===== config.mk =====
export PLATFORM = sky130hd
export DESIGN_NAME = seq_age_tracker
export DESIGN_NICKNAME = d
export VERILOG_FILES = /design/src/rtl/seq_age_pkg.sv /design/src/rtl/seq_age_cmp.sv /design/src/rtl/seq_age_tracker.sv
export SDC_FILE = /design/constraint.sdc
export NUM_CORES = 1
export LEC_CHECK = 0
export ABC_CLOCK_PERIOD_IN_PS = 2800
export CORE_MARGIN = 8
export CORE_UTILIZATION = 45
export CTS_CLUSTER_SIZE = 14
export DETAILED_ROUTE_END_ITERATION = 10
export GPL_TIMING_DRIVEN = 0
export PLACE_DENSITY = 0.77
export SYNTH_ARGS = -nofsm -noshare
export SYNTH_HDL_FRONTEND = slang
export SYNTH_SLANG_ARGS = --single-unit
export TNS_END_PERCENT = 50

===== constraint.sdc =====
create_clock -name clk -period 2.8 [get_ports clk]
set_clock_uncertainty 0.15 [all_clocks]
set_input_delay 0.28 -clock clk [delete_from_list [all_inputs] [get_ports clk]]
set_output_delay 0.28 -clock clk [all_outputs]
set_load 0.03 [all_outputs]

===== src/rtl/seq_age_pkg.sv =====
// Shared helpers for the sequence-number age tracker.
// age_adj ranks a number by its distance from the oldest in-flight entry.
package seq_age_pkg;

    localparam int LANE_MAX   = 4;
    localparam int LANE_CNT_W = 3;

    // Distance of x from tail, modulo 2**width (width up to 32).
    function automatic logic [31:0] age_adj(
        input logic [31:0] x,
        input logic [31:0] tail,
        input int          width
    );
        logic [31:0] mask;
        if (width >= 32) begin
            mask = '1;
        end else begin
            mask = (32'd1 << width) - 32'd1;
        end
        return (x - tail) & mask;
    endfunction

    // Number of consecutive set bits starting at lane 0.
    function automatic logic [LANE_CNT_W-1:0] lead_ones(
        input logic [LANE_MAX-1:0] v
    );
        logic [LANE_CNT_W-1:0] n;
        logic                  run;
        n   = '0;
        run = 1'b1;
        for (int i = 0; i < LANE_MAX; i++) begin
            run = run & v[i];
            if (run) begin
                n = n + LANE_CNT_W'(1);
            end
        end
        return n;
    endfunction

endpackage


===== src/rtl/seq_age_cmp.sv =====
// One age-compare channel: a_older is 1 when a is strictly older than b.
// Ports: a, b (operands), tail (oldest in flight), a_older (result).
module seq_age_cmp
    import seq_age_pkg::*;
#(
    parameter int W = 5
) (
    input  logic [W-1:0] a,
    input  logic [W-1:0] b,
    input  logic [W-1:0] tail,
    output logic         a_older
);

    logic [31:0] adj_a;
    logic [31:0] adj_b;

    assign adj_a   = age_adj(32'(a), 32'(tail), W);
    assign adj_b   = age_adj(32'(b), 32'(tail), W);
    assign a_older = adj_a < adj_b;

endmodule


===== src/rtl/seq_age_tracker.sv =====
// Sequence-number allocator / retirer / age comparator beside the ROB.
// Ports: clk, rst (async active-low); alloc_val/rdy/seq_num (dispatch);
//   commit_val/seq_num (in-order retire lanes); squash_val/seq_num
//   (rollback); cmp_a/cmp_b/cmp_a_older (age queries); oldest_seq_num,
//   empty, full; err (sticky protocol error, built only when
//   SEQ_AGE_TRACKER_CHECK_EN is defined, otherwise tied to 0).
module seq_age_tracker
    import seq_age_pkg::*;
#(
    parameter int p_seq_num_bits = 5,
    parameter int p_num_commit   = 2,
    parameter int p_num_cmp      = 2
) (
    input  logic                                 clk,
    input  logic                                 rst,
    input  logic                                 alloc_val,
    output logic                                 alloc_rdy,
    output logic [p_seq_num_bits-1:0]            alloc_seq_num,
    input  logic [p_num_commit-1:0]              commit_val,
    input  logic [p_num_commit*p_seq_num_bits-1:0] commit_seq_num,
    input  logic                                 squash_val,
    input  logic [p_seq_num_bits-1:0]            squash_seq_num,
    input  logic [p_num_cmp*p_seq_num_bits-1:0]  cmp_a,
    input  logic [p_num_cmp*p_seq_num_bits-1:0]  cmp_b,
    output logic [p_num_cmp-1:0]                 cmp_a_older,
    output logic [p_seq_num_bits-1:0]            oldest_seq_num,
    output logic                                 empty,
    output logic                                 full,
    output logic                                 err
);

    localparam int         B        = p_seq_num_bits;
    localparam logic [B:0] FULL_CNT = {1'b1, {B{1'b0}}};

    logic [B-1:0]          head_q, head_d;
    logic [B-1:0]          tail_q, tail_d;
    logic [B:0]            cnt_q, cnt_d;
    logic [LANE_MAX-1:0]   cv_pad;
    logic [LANE_CNT_W-1:0] n;
    logic [B:0]            n_ext;
    logic [B-1:0]          n_ptr;
    logic [B-1:0]          head_m1;
    logic                  fire;

    assign cv_pad  = LANE_MAX'(commit_val);
    assign n       = lead_ones(cv_pad);
    assign n_ext   = (B+1)'(n);
    assign n_ptr   = B'(n);
    assign head_m1 = head_q - B'(1);

    assign full           = cnt_q == FULL_CNT;
    assign empty          = cnt_q == '0;
    assign alloc_rdy      = !full && !squash_val;
    assign fire           = alloc_val && alloc_rdy;
    assign alloc_seq_num  = head_q;
    assign oldest_seq_num = tail_q;

    always_comb begin
        tail_d = tail_q + n_ptr;
        head_d = head_q;
        cnt_d  = cnt_q - n_ext;
        if (squash_val) begin
            // Squash at head-1 discards nothing; recomputing from the
            // pointers would read a full window as empty.
            if (squash_seq_num != head_m1) begin
                head_d = squash_seq_num + B'(1);
                cnt_d  = {1'b0, head_d - tail_d};
            end
        end else if (fire) begin
            head_d = head_q + B'(1);
            cnt_d  = cnt_q - n_ext + (B+1)'(1);
        end
    end

    always_ff @(posedge clk or negedge rst) begin
        if (!rst) begin
            head_q <= '0;
            tail_q <= '0;
            cnt_q  <= '0;
        end else begin
            head_q <= head_d;
            tail_q <= tail_d;
            cnt_q  <= cnt_d;
        end
    end

    for (genvar c = 0; c < p_num_cmp; c++) begin : g_cmp
        seq_age_cmp #(
            .W(B)
        ) u_cmp (
            .a      (cmp_a[c*B +: B]),
            .b      (cmp_b[c*B +: B]),
            .tail   (tail_q),
            .a_older(cmp_a_older[c])
        );
    end

`ifdef SEQ_AGE_TRACKER_CHECK_EN
    logic                err_q, err_d;
    logic [LANE_MAX-1:0] cv_expect;
    logic                bad_contig;
    logic                bad_seq;
    logic                bad_over;
    logic                bad_alloc;
    logic                bad_squash;

    assign cv_expect  = (LANE_MAX'(1) << n) - LANE_MAX'(1);
    assign bad_contig = cv_pad != cv_expect;
    assign bad_over   = n_ext > cnt_q;
    assign bad_alloc  = alloc_val && full;
    // Window is checked before this cycle's commits retire.
    assign bad_squash = squash_val && (squash_seq_num != head_m1)
                     && ({1'b0, squash_seq_num - tail_q} >= cnt_q);

    always_comb begin
        bad_seq = 1'b0;
        for (int i = 0; i < p_num_commit; i++) begin
            if (commit_val[i]
                && commit_seq_num[i*B +: B] != tail_q + B'(i)) begin
                bad_seq = 1'b1;
            end
        end
    end

    assign err_d = err_q | bad_contig | bad_seq | bad_over
                 | bad_alloc | bad_squash;

    always_ff @(posedge clk or negedge rst) begin
        if (!rst) begin
            err_q <= 1'b0;
        end else begin
            err_q <= err_d;
        end
    end

    assign err = err_q;
`else
    logic unused_commit_seq;
    assign unused_commit_seq = ^commit_seq_num;
    assign err               = 1'b0;
`endif

endmodule


==> impl_metrics.csv, run 1 <==
group,metric,value,unit
setup_path,critical_path_arrival,2.53,ns
layout,num-fill-cells,420,
placement,place_inst,363,
setup_path,path_delay_family,"adder cells",
setup_path,cp_slowest_cell,"clkdlybuf4s50_1",
layout,n_antenna_cell,0,
route,dr.pass1.iters,4,
worst_hold_path,hp-class,"input port to async pin",
flow_run,cap_viol_max_count,0,
sta,rsz0062_at_grt,"yes",
route,drtIter0Drc,82,
setup_path,timing.rr.end,"cnt_q[4]$_DFF_PN0_",
sta,fin_ws,-0.161,ns
floorplan,die_area,0.00752,mm²
global_route,track_usage,15.7,%
global_route,grt_start_max_net_pins,17,
layout,fin_cells,372,
route,wire_per_inst,14.8,µm
power,vdd_ir_drop_max,0.679,mV
floorplan,io_pins,57,
logic_synthesis,synth_edf_count,0,
logic_synthesis,synthTopCellsByArea,"ha_1, dfrtp_1, xnor2_1",
sta,hold_viol_final,0,
setup_path,slowest_delay,0.45,ns
logic_synthesis,netlist_area,0.00225,mm²
logic_synthesis,yosys_warnings,0,
setup_path,startpoint,"cmp_a[0]",
setup_path,worstPathMaxFanout,2,
power,p_leak,0.00134,µW
setup_path,crit_top_cell,"a21o_1",
cts,worstSkewPairLatency,0.25,ns
route,wl,5.50,mm
cts,clockBufferDepth,2,
setup_path,reg2reg_depth,10,
route,vias,2006,
logic_synthesis,synth_commonest_cells,"ha_1, xnor2_1, inv_1",
floorplan,initial_core_util,47.0,%
setup_path,crit_required,2.37,ns
logic_synthesis,ys_seq_elements,16,
logic_synthesis,postSynth.asyncResetShare,100,%
floorplan,core,0.00479,mm²
setup_path,path_cells,"clkdlybuf4s50_1, inv_1, ha_1, inv_2, fa_1, ha_1, a21o_1, a21o_1, a21o_1, a21oi_2, buf_6",
logic_synthesis,synth_cells,252,
floorplan,die_h,86.7,µm
global_route,grt_pass1_wl,9.67,mm
global_route,overflow,0,
logic_synthesis,ys_seq_area_share,17.8,%
status,status,"complete, but fails checks",
global_route,grt_pass1_vias,2104,
cts,cts_hold_buf,0,
sta,final-setup-viol-count,3,
logic_synthesis,synth_top_area_share,20.0,%
cts,cts_made_buffers,3,
sta,min_period_over_period,106,%
sta,slew_headroom,49.8,%
setup_path,r2r_start,"oldest_seq_num[1]$_DFF_PN0_",
cts,path_clk_slew,0.06,ns
route,final_antenna_net_count,0,
global_route,antenna_found_initial,0,
cts,htreeDepth,1,
setup_path,critPathBufInv,4,
logic_synthesis,synth_ff_type,"dfrtp_1",
sta,tightest_slew,0.751,ns
layout,syn_to_final_growth,31.2,%
placement,finalWeightedCongestion,0.869,
placement,io_buffers,44,
sta,hold-worst-slack,0.321,ns
sta,period_minus_slack,2.96,ns
route,vias_per_cell,5.39,
setup_path,startpoint_type,"input port",
setup_path,r2r_setup_slack,0.02,ns
status,violations,"setup timing",
logic_synthesis,post-synth-top-count-cell,"ha_1",
cts,cts_tree,"done",
logic_synthesis,synth_fp_nets,336,
cts,cts-root-buf,"clkbuf_8",
placement,hpwlAfterDp,4.38,mm
floorplan,dieWidth,86.7,µm
floorplan,fp-row-count,25,
power,powerDensity,1200,mW/mm²
layout,layout.nets,390,
logic_synthesis,syn_area_per_cell,8.93,µm²
setup_path,crit_path_end_kind,"output pin",
logic_synthesis,yosysTopAreaCell,"ha_1",
cts,clock_sinks,16,
logic_synthesis,ys_types,50,
route,drc,0,
setup_path,path_class,"input port to output pin",
sta,finalMaxSlewViolations,0,
sta,timing.fmax,0.338,GHz
layout,drive_above_1_share,15.7,%
## sequential cells by signal, summed over array words and instances, names as in the netlist
register	cells
cnt_q	6
alloc_seq_num	5
oldest_seq_num	5
## worst max-delay path by stage
stage	to	slack, ns	cells past startpoint
final	cmp_a_older[0]	-0.16	11
after global routing	cmp_a_older[0]	-0.26	11
after CTS	cmp_a_older[1]	-0.17	11
after detailed placement	cmp_a_older[1]	-0.86	12
after global placement	cmp_a_older[1]	-0.82	12
after floorplan	cmp_a_older[0]	-0.04	9
## per-stage QoR
| stage | util [%] | setup TNS [ns] | total power, µW | instance area, µm² | setup WS, ns |
|---|---|---|---|---|---|
| 6_report | 61.7 | -0.351 | 3550 | 2950 | -0.161 |
| 5_1_grt | 61.7 | -0.760 | 3900 | 2950 | -0.262 |
| 4_1_cts | 60.6 | -0.509 | 3510 | 2900 | -0.166 |
| 3_5_place_dp | 58.0 | -3.08 | 3190 | 2780 | -0.859 |
| 3_3_place_gp | 58.0 | -2.95 | 3090 | 2780 | -0.820 |
| 2_1_floorplan | - | -0.0703 | 2470 | 2250 | -0.0352 |
## routing by layer
layer,vias up,wire length [µm],GRT usage [%]
met1,970,2410,18.8
met4,0,75,5.01
met2,34,2840,28.1
li1,995,-,-
met5,-,0,0
met3,7,179,1.98
## final cells by class
cell class,instances,area (µm²),share of cell area [%]
timing repair buffer,51,507,17.2
clock buffer,4,45.0,1.53
inverter,25,97.6,3.31
buffer,7,32.5,1.10
tap,67,83.8,2.84
multi-input combinational,202,1780,60.4
sequential,16,403,13.6
## placed cells by master, fill, tap and decap left out, drive strengths merged, types with 2 or more instances in the layout
cell type	Yosys	layout
a211oi	2	2
a21o	17	17
a21oi	13	13
a31oi	3	3
and3	2	2
buf	5	12
clkbuf	4	8
clkdlybuf4s50	0	39
dfrtp	16	16
dlymetal6s2s	0	2
fa	7	7
ha	36	36
inv	25	24
mux2i	2	2
nand2	13	13
nand2b	2	2
nand3	5	5
nor2	9	9
nor2b	5	5
nor3	6	6
nor4	4	4
o211ai	3	3
o21a	2	2
o21ai	6	6
o221a	3	3
or2	2	2
or3	3	3
xnor2	26	26
xor2	14	14
## kinds of logic after synthesis
kind of cell             after synthesis  share of synthesized area, %
AND/OR/NAND/NOR                       58                          14.3
adder cells (fa/ha/maj)               43                          26.3
flip-flops                            16                          17.8
XOR/XNOR                              40                          15.6
multiplexers                           2                         0.890
AO/OA/AOI/OAI                         58                          18.7
buffers and inverters                 34                          6.28
other                                  1                         0.167
## where the power goes
group	internal, µW	switching [µW]
Combinational	1390	1500
Clock	101	81.1
Sequential	337	143
## repair_timing
item | CTS | global route
resized for setup | 31 | 12
gates cloned | 0 | 0
setup buffers | 6 | 1
endpoints found under the setup margin | 4 | 7
pin swaps | 9 | 10
Power figures use the tool's default switching activity.
==> run 2, diff against run 1 <==
--- a/config.mk
+++ b/config.mk
@@ -11,7 +11,7 @@
 export CTS_CLUSTER_SIZE = 14
 export DETAILED_ROUTE_END_ITERATION = 10
 export GPL_TIMING_DRIVEN = 0
-export PLACE_DENSITY = 0.77
+export PLACE_DENSITY_LB_ADDON = 0.05
 export SYNTH_ARGS = -nofsm -noshare
 export SYNTH_HDL_FRONTEND = slang
 export SYNTH_SLANG_ARGS = --single-unit
==> run 2 against run 1 <==
The run still ends with setup timing left. Register-to-register slack worse by 0.09 ns. Critical path depth unchanged. Design area up 1.1%. Via count down 2.9%. Sequential share of layout area down 0.15 points. Total power up 0.45%. Hold slack worse by 0.012 ns. Core utilization up 0.71 points. Highest routed layer unchanged.
==> impl_metrics.csv, run 2 (same netlist as run 1, synthesis figures left out) <==
group,metric,value,unit
status,status,"complete, but fails checks",
status,violations,"setup timing",
power,powerDensity,1190,mW/mm²
sta,tightest_slew,0.739,ns
cts,clockBufferDepth,2,
floorplan,core,0.00479,mm²
cts,htreeDepth,1,
worst_hold_path,hp-class,"input port to async pin",
route,drtIter0Drc,83,
setup_path,crit_required,2.37,ns
setup_path,r2r_start,"oldest_seq_num[0]$_DFF_PN0_",
route,drc,0,
floorplan,die_h,86.7,µm
setup_path,startpoint,"cmp_a[0]",
flow_run,cap_viol_max_count,0,
setup_path,startpoint_type,"input port",
route,vias_per_cell,5.22,
power,power,3570,µW
placement,finalWeightedCongestion,0.799,
sta,fin_ws,-0.138,ns
route,wl,5.34,mm
floorplan,fp-row-count,25,
cts,path_clk_slew,0.07,ns
layout,largest_register_ffs,6,
floorplan,initial_core_util,47.0,%
setup_path,crit_path_end_kind,"output pin",
sta,rsz0062_at_grt,"yes",
route,wire_per_inst,14.3,µm
cts,cts-root-buf,"clkbuf_8",
layout,drive_above_1_share,16.7,%
placement,hpwlAfterDp,4.24,mm
cts,clock_sinks,16,
layout,final_common_cell,"clkdlybuf4s50_1",
cts,cts_tree,"done",
global_route,grt_pass1_vias,1981,
placement,io_buffers,44,
sta,min_period_over_period,105,%
setup_path,r2r_setup_slack,-0.07,ns
route,final_antenna_net_count,0,
sta,timing.fmax,0.340,GHz
floorplan,io_pins,57,
route,vias,1947,
power,vdd_ir_drop_max,1.49,mV
layout,largest_register,"cnt_q",
layout,syn_to_final_growth,32.7,%
global_route,antenna_found_initial,0,
setup_path,worstPathMaxFanout,2,
layout,layout.nets,391,
cts,worstSkewPairLatency,0.26,ns
layout,n_antenna_cell,0,
global_route,grt_pass1_wl,9.32,mm
route,dr.pass1.iters,4,
setup_path,path_class,"input port to output pin",
sta,final-setup-viol-count,4,
power,p_leak,0.00134,µW
global_route,overflow,0,
floorplan,die_area,0.00752,mm²
cts,cts_hold_buf,0,
sta,fin_tns_setup,-0.405,ns
global_route,track_usage,15.2,%
floorplan,dieWidth,86.7,µm
sta,slew_headroom,50.6,%
cts,cts_made_buffers,3,
setup_path,critical_path_arrival,2.51,ns
sta,hold_viol_final,0,
global_route,grt_start_max_net_pins,17,
sta,finalMaxSlewViolations,0,
sta,period_minus_slack,2.94,ns
layout,final_cell_mix,"clkdlybuf4s50_1, ha_1, xnor2_1",
run 2: cell count changes in the layout (fill, tap and decap cells not counted), sizes merged:
cell           delta
clkdlybuf4s50     +1
dlymetal6s2s      -1
buf               +1
run 2: critical path: stages:
cell	delay [ns]
clkdlybuf4s50_1	0.45
inv_1	0.04
ha_1	0.20
inv_2	0.06
fa_1	0.42
ha_1	0.28
a21o_1	0.15
a21o_1	0.16
a21o_1	0.18
a21oi_2	0.14
buf_6	0.15
run 2: path summary, 6_finish.rpt:
path / end / depth (start not counted)
hold reg to reg: oldest_seq_num[2]$_DFF_PN0_ / 2
hold / removal: alloc_seq_num[1]$_DFFE_PN0P_ / 1
setup / recovery: cmp_a_older[0] / 11
min in group clk: oldest_seq_num[0]$_DFF_PN0_ / 3
setup reg to reg: cnt_q[4]$_DFF_PN0_ / 10
max in group asynchronous: oldest_seq_num[1]$_DFF_PN0_ / 1
run 2: what timing repair did:
item / CTS / global route
pin swaps: 7 / 8
gates resized for setup: 33 / 10
endpoints found under the setup margin: 4 / 5
hold endpoints to repair: 0 / 0
buffers inserted: 6 / 2
run 2: layer usage:
layer	track usage [%]	wire [µm]
met1	20.0	2620
met2	25.1	2490
met3	2.93	184
met4	2.66	49
met5	0	0
run 2: cell type report:
type	count	area [µm²]
buffer	7	32.5
clock buffer	4	55.1
fill	443	1800
inverter	25	97.6
multi-input combinational	202	1790
sequential	16	403
tap	67	83.8
timing repair buffer	52	520
run 2: through the flow:
| stage | instance area [µm²] | util (%) | hold slack (ns) | worst slack, ns | std cells |
|---|---|---|---|---|---|
| global route | 2990 | 62.4 | 0.376 | -0.246 | 373 |
| detailed placement | 2780 | 58.0 | 0.470 | -0.816 | 363 |
| global placement | 2780 | 58.0 | 0.468 | -0.789 | 363 |
| floorplan | 2250 | - | -0.166 | -0.0352 | 252 |
| CTS | 2930 | 61.3 | 0.344 | -0.162 | 371 |
| finish | 2990 | 62.4 | 0.309 | -0.138 | 373 |
run 2: power by group:
group | internal [µW] | switching, µW | leakage (µW)
logic | 1410 | 1460 | 0.00113
clock network | 125 | 85.8 | 0.0000288
registers | 337 | 142 | 0.000185
total | 1880 | 1690 | 0.00134
==> run 3, diff against run 2 <==
--- a/config.mk
+++ b/config.mk
@@ -6,7 +6,7 @@
 export NUM_CORES = 1
 export LEC_CHECK = 0
 export ABC_CLOCK_PERIOD_IN_PS = 2800
-export CORE_MARGIN = 8
+export CORE_MARGIN = 1
 export CORE_UTILIZATION = 45
 export CTS_CLUSTER_SIZE = 14
 export DETAILED_ROUTE_END_ITERATION = 10
==> run 3 against run 2 <==
The flow still finishes with violations (setup timing). Clock power down 10%. First-iteration DRC count down 42%. Core utilization up 0.41 points. Critical path depth down 1. Critical path type is now register to output pin. Highest routed layer unchanged.
==> impl_metrics.csv, run 3 (same netlist as run 1, synthesis figures left out) <==
group,metric,value,unit
setup_path,crit_path_end_kind,"output pin",
power,swShare,47.8,%
floorplan,dieWidth,72.7,µm
placement,hpwlAfterDp,3.92,mm
layout,drive_above_1_share,18.0,%
global_route,overflow,0,
floorplan,io_pins,57,
layout,final_common_cell,"clkdlybuf4s50_1",
sta,tightest_slew,0.790,ns
cts,clockBufferDepth,2,
sta,slew_headroom,47.2,%
layout,n_antenna_cell,0,
power,vdd_ir_drop_max,1.26,mV
cts,htreeDepth,1,
route,vias,1956,
power,p_int,1860,µW
cts,worstSkewPairLatency,0.25,ns
route,drtIter0Drc,48,
status,status,"complete, but fails checks",
flow_run,cap_viol_max_count,0,
route,final_antenna_net_count,0,
floorplan,initial_core_util,47.3,%
setup_path,startpoint_type,"register",
floorplan,die_h,72.7,µm
floorplan,die_area,0.00529,mm²
route,vias_per_cell,5.24,
sta,min_period_over_period,106,%
power,pwr-share-clk,5.3,%
global_route,antenna_found_initial,0,
route,dr.pass1.iters,4,
setup_path,r2r_start,"oldest_seq_num[0]$_DFF_PN0_",
route,drc,0,
setup_path,startpoint,"oldest_seq_num[1]$_DFF_PN0_",
setup_path,r2r_setup_slack,0.01,ns
placement,finalWeightedCongestion,0.788,
route,wl,5.18,mm
cts,clock_sinks,16,
floorplan,fp-row-count,25,
layout,largest_register,"cnt_q",
route,wire_per_inst,13.9,µm
sta,hold-worst-slack,0.331,ns
status,violations,"setup timing",
cts,cts_tree,"done",
layout,largest_register_ffs,6,
setup_path,crit_end,"cmp_a_older[1]",
layout,final_core_util,62.8,%
global_route,grt_pass1_wl,8.43,mm
setup_path,path_class,"register to output pin",
global_route,grt_pass1_vias,1813,
setup_path,worstPathMaxFanout,4,
floorplan,core,0.00475,mm²
cts,cts_made_buffers,3,
worst_hold_path,hp-class,"input port to async pin",
setup_path,crit_required,2.37,ns
setup_path,reg2reg_depth,9,
layout,syn_to_final_growth,32.7,%
sta,hold_viol_final,0,
cts,cts-root-buf,"clkbuf_8",
sta,finalMaxSlewViolations,0,
sta,final-setup-viol-count,4,
sta,rsz0062_at_grt,"yes",
power,powerDensity,1200,mW/mm²
layout,final_cell_mix,"clkdlybuf4s50_1, ha_1, xnor2_1",
global_route,track_usage,20.5,%
sta,fin_ws,-0.174,ns
power,comb_power_share,81.4,%
cts,path_clk_slew,0.07,ns
global_route,grt_start_max_net_pins,17,
sta,timing.fmax,0.336,GHz
layout,layout.nets,391,
power,power_switching,1710,µW
setup_path,critical_path_arrival,2.54,ns
sta,period_minus_slack,2.97,ns
power,p_leak,0.00134,µW
power,p_seq_share,13.3,%
placement,io_buffers,44,
setup_path,timing.rr.end,"cnt_q[4]$_DFF_PN0_",
[run 3: stage by stage]
stage	TNS [ns]	instance area (µm²)	total power, µW	setup WS, ns	std cells
floorplan	-0.0703	2250	2470	-0.0352	252
global placement	-2.89	2780	3090	-0.785	363
detailed placement	-3.04	2780	3140	-0.835	363
CTS	-0.337	2910	3460	-0.133	372
global route	-0.779	2990	3920	-0.252	373
finish	-0.405	2990	3570	-0.174	373
[run 3: cell type report]
type / count / area (µm²)
plain buffers: 7 / 32.5
clock buffers: 4 / 45.0
fillers: 442 / 1770
inverters: 25 / 97.6
multi-input cells: 202 / 1810
flip-flops and latches: 16 / 403
well taps: 67 / 83.8
repair buffers: 52 / 510
[run 3: power by group through the flow]
stage	logic [µW]	clock network, µW	registers, µW
global placement	2610	0	478
detailed placement	2670	0	476
CTS	2800	191	475
floorplan	1910	0	562
global route	3230	198	498
finish	2910	190	475
[run 3: routing by layer]
| layer | vias to the layer above | track usage [%] | wire, µm |
|---|---|---|---|
| li1 | 996 | - | - |
| met1 | 922 | 30.2 | 2590 |
| met2 | 34 | 32.7 | 2400 |
| met3 | 4 | 2.07 | 152 |
| met4 | 0 | 3.92 | 35 |
| met5 | - | 0 | 0 |
[run 3: how the worst min path moves through the flow]
stage | startpoint | endpoint | depth (start not counted)
floorplan | rst | alloc_seq_num[0]$_DFFE_PN0P_ | 0
global placement | oldest_seq_num[2]$_DFF_PN0_ | oldest_seq_num[2]$_DFF_PN0_ | 2
detailed placement | alloc_seq_num[4]$_DFFE_PN0P_ | alloc_seq_num[4]$_DFFE_PN0P_ | 1
CTS | rst | cnt_q[2]$_DFF_PN0_ | 1
global route | squash_val | cnt_q[5]$_DFF_PN0_ | 3
finish | rst | cnt_q[1]$_DFF_PN0_ | 1
[run 3: what timing repair did]
item / CTS / global route
pin swaps: 9 / 14
resized for setup: 34 / 14
setup buffers: 7 / 1
setup endpoints to repair: 5 / 7
hold buffers: 0 / 0
[run 3: critical path, cell delays in order, from the launching register on]
cell and delay [ns]:
dfrtp_2 0.39, clkinvlp_4 0.13, buf_6 0.15, fa_1 0.48
inv_1 0.05, ha_1 0.30, a21o_1 0.20, a21o_1 0.15
a21o_1 0.15, a21oi_2 0.14, buf_6 0.14
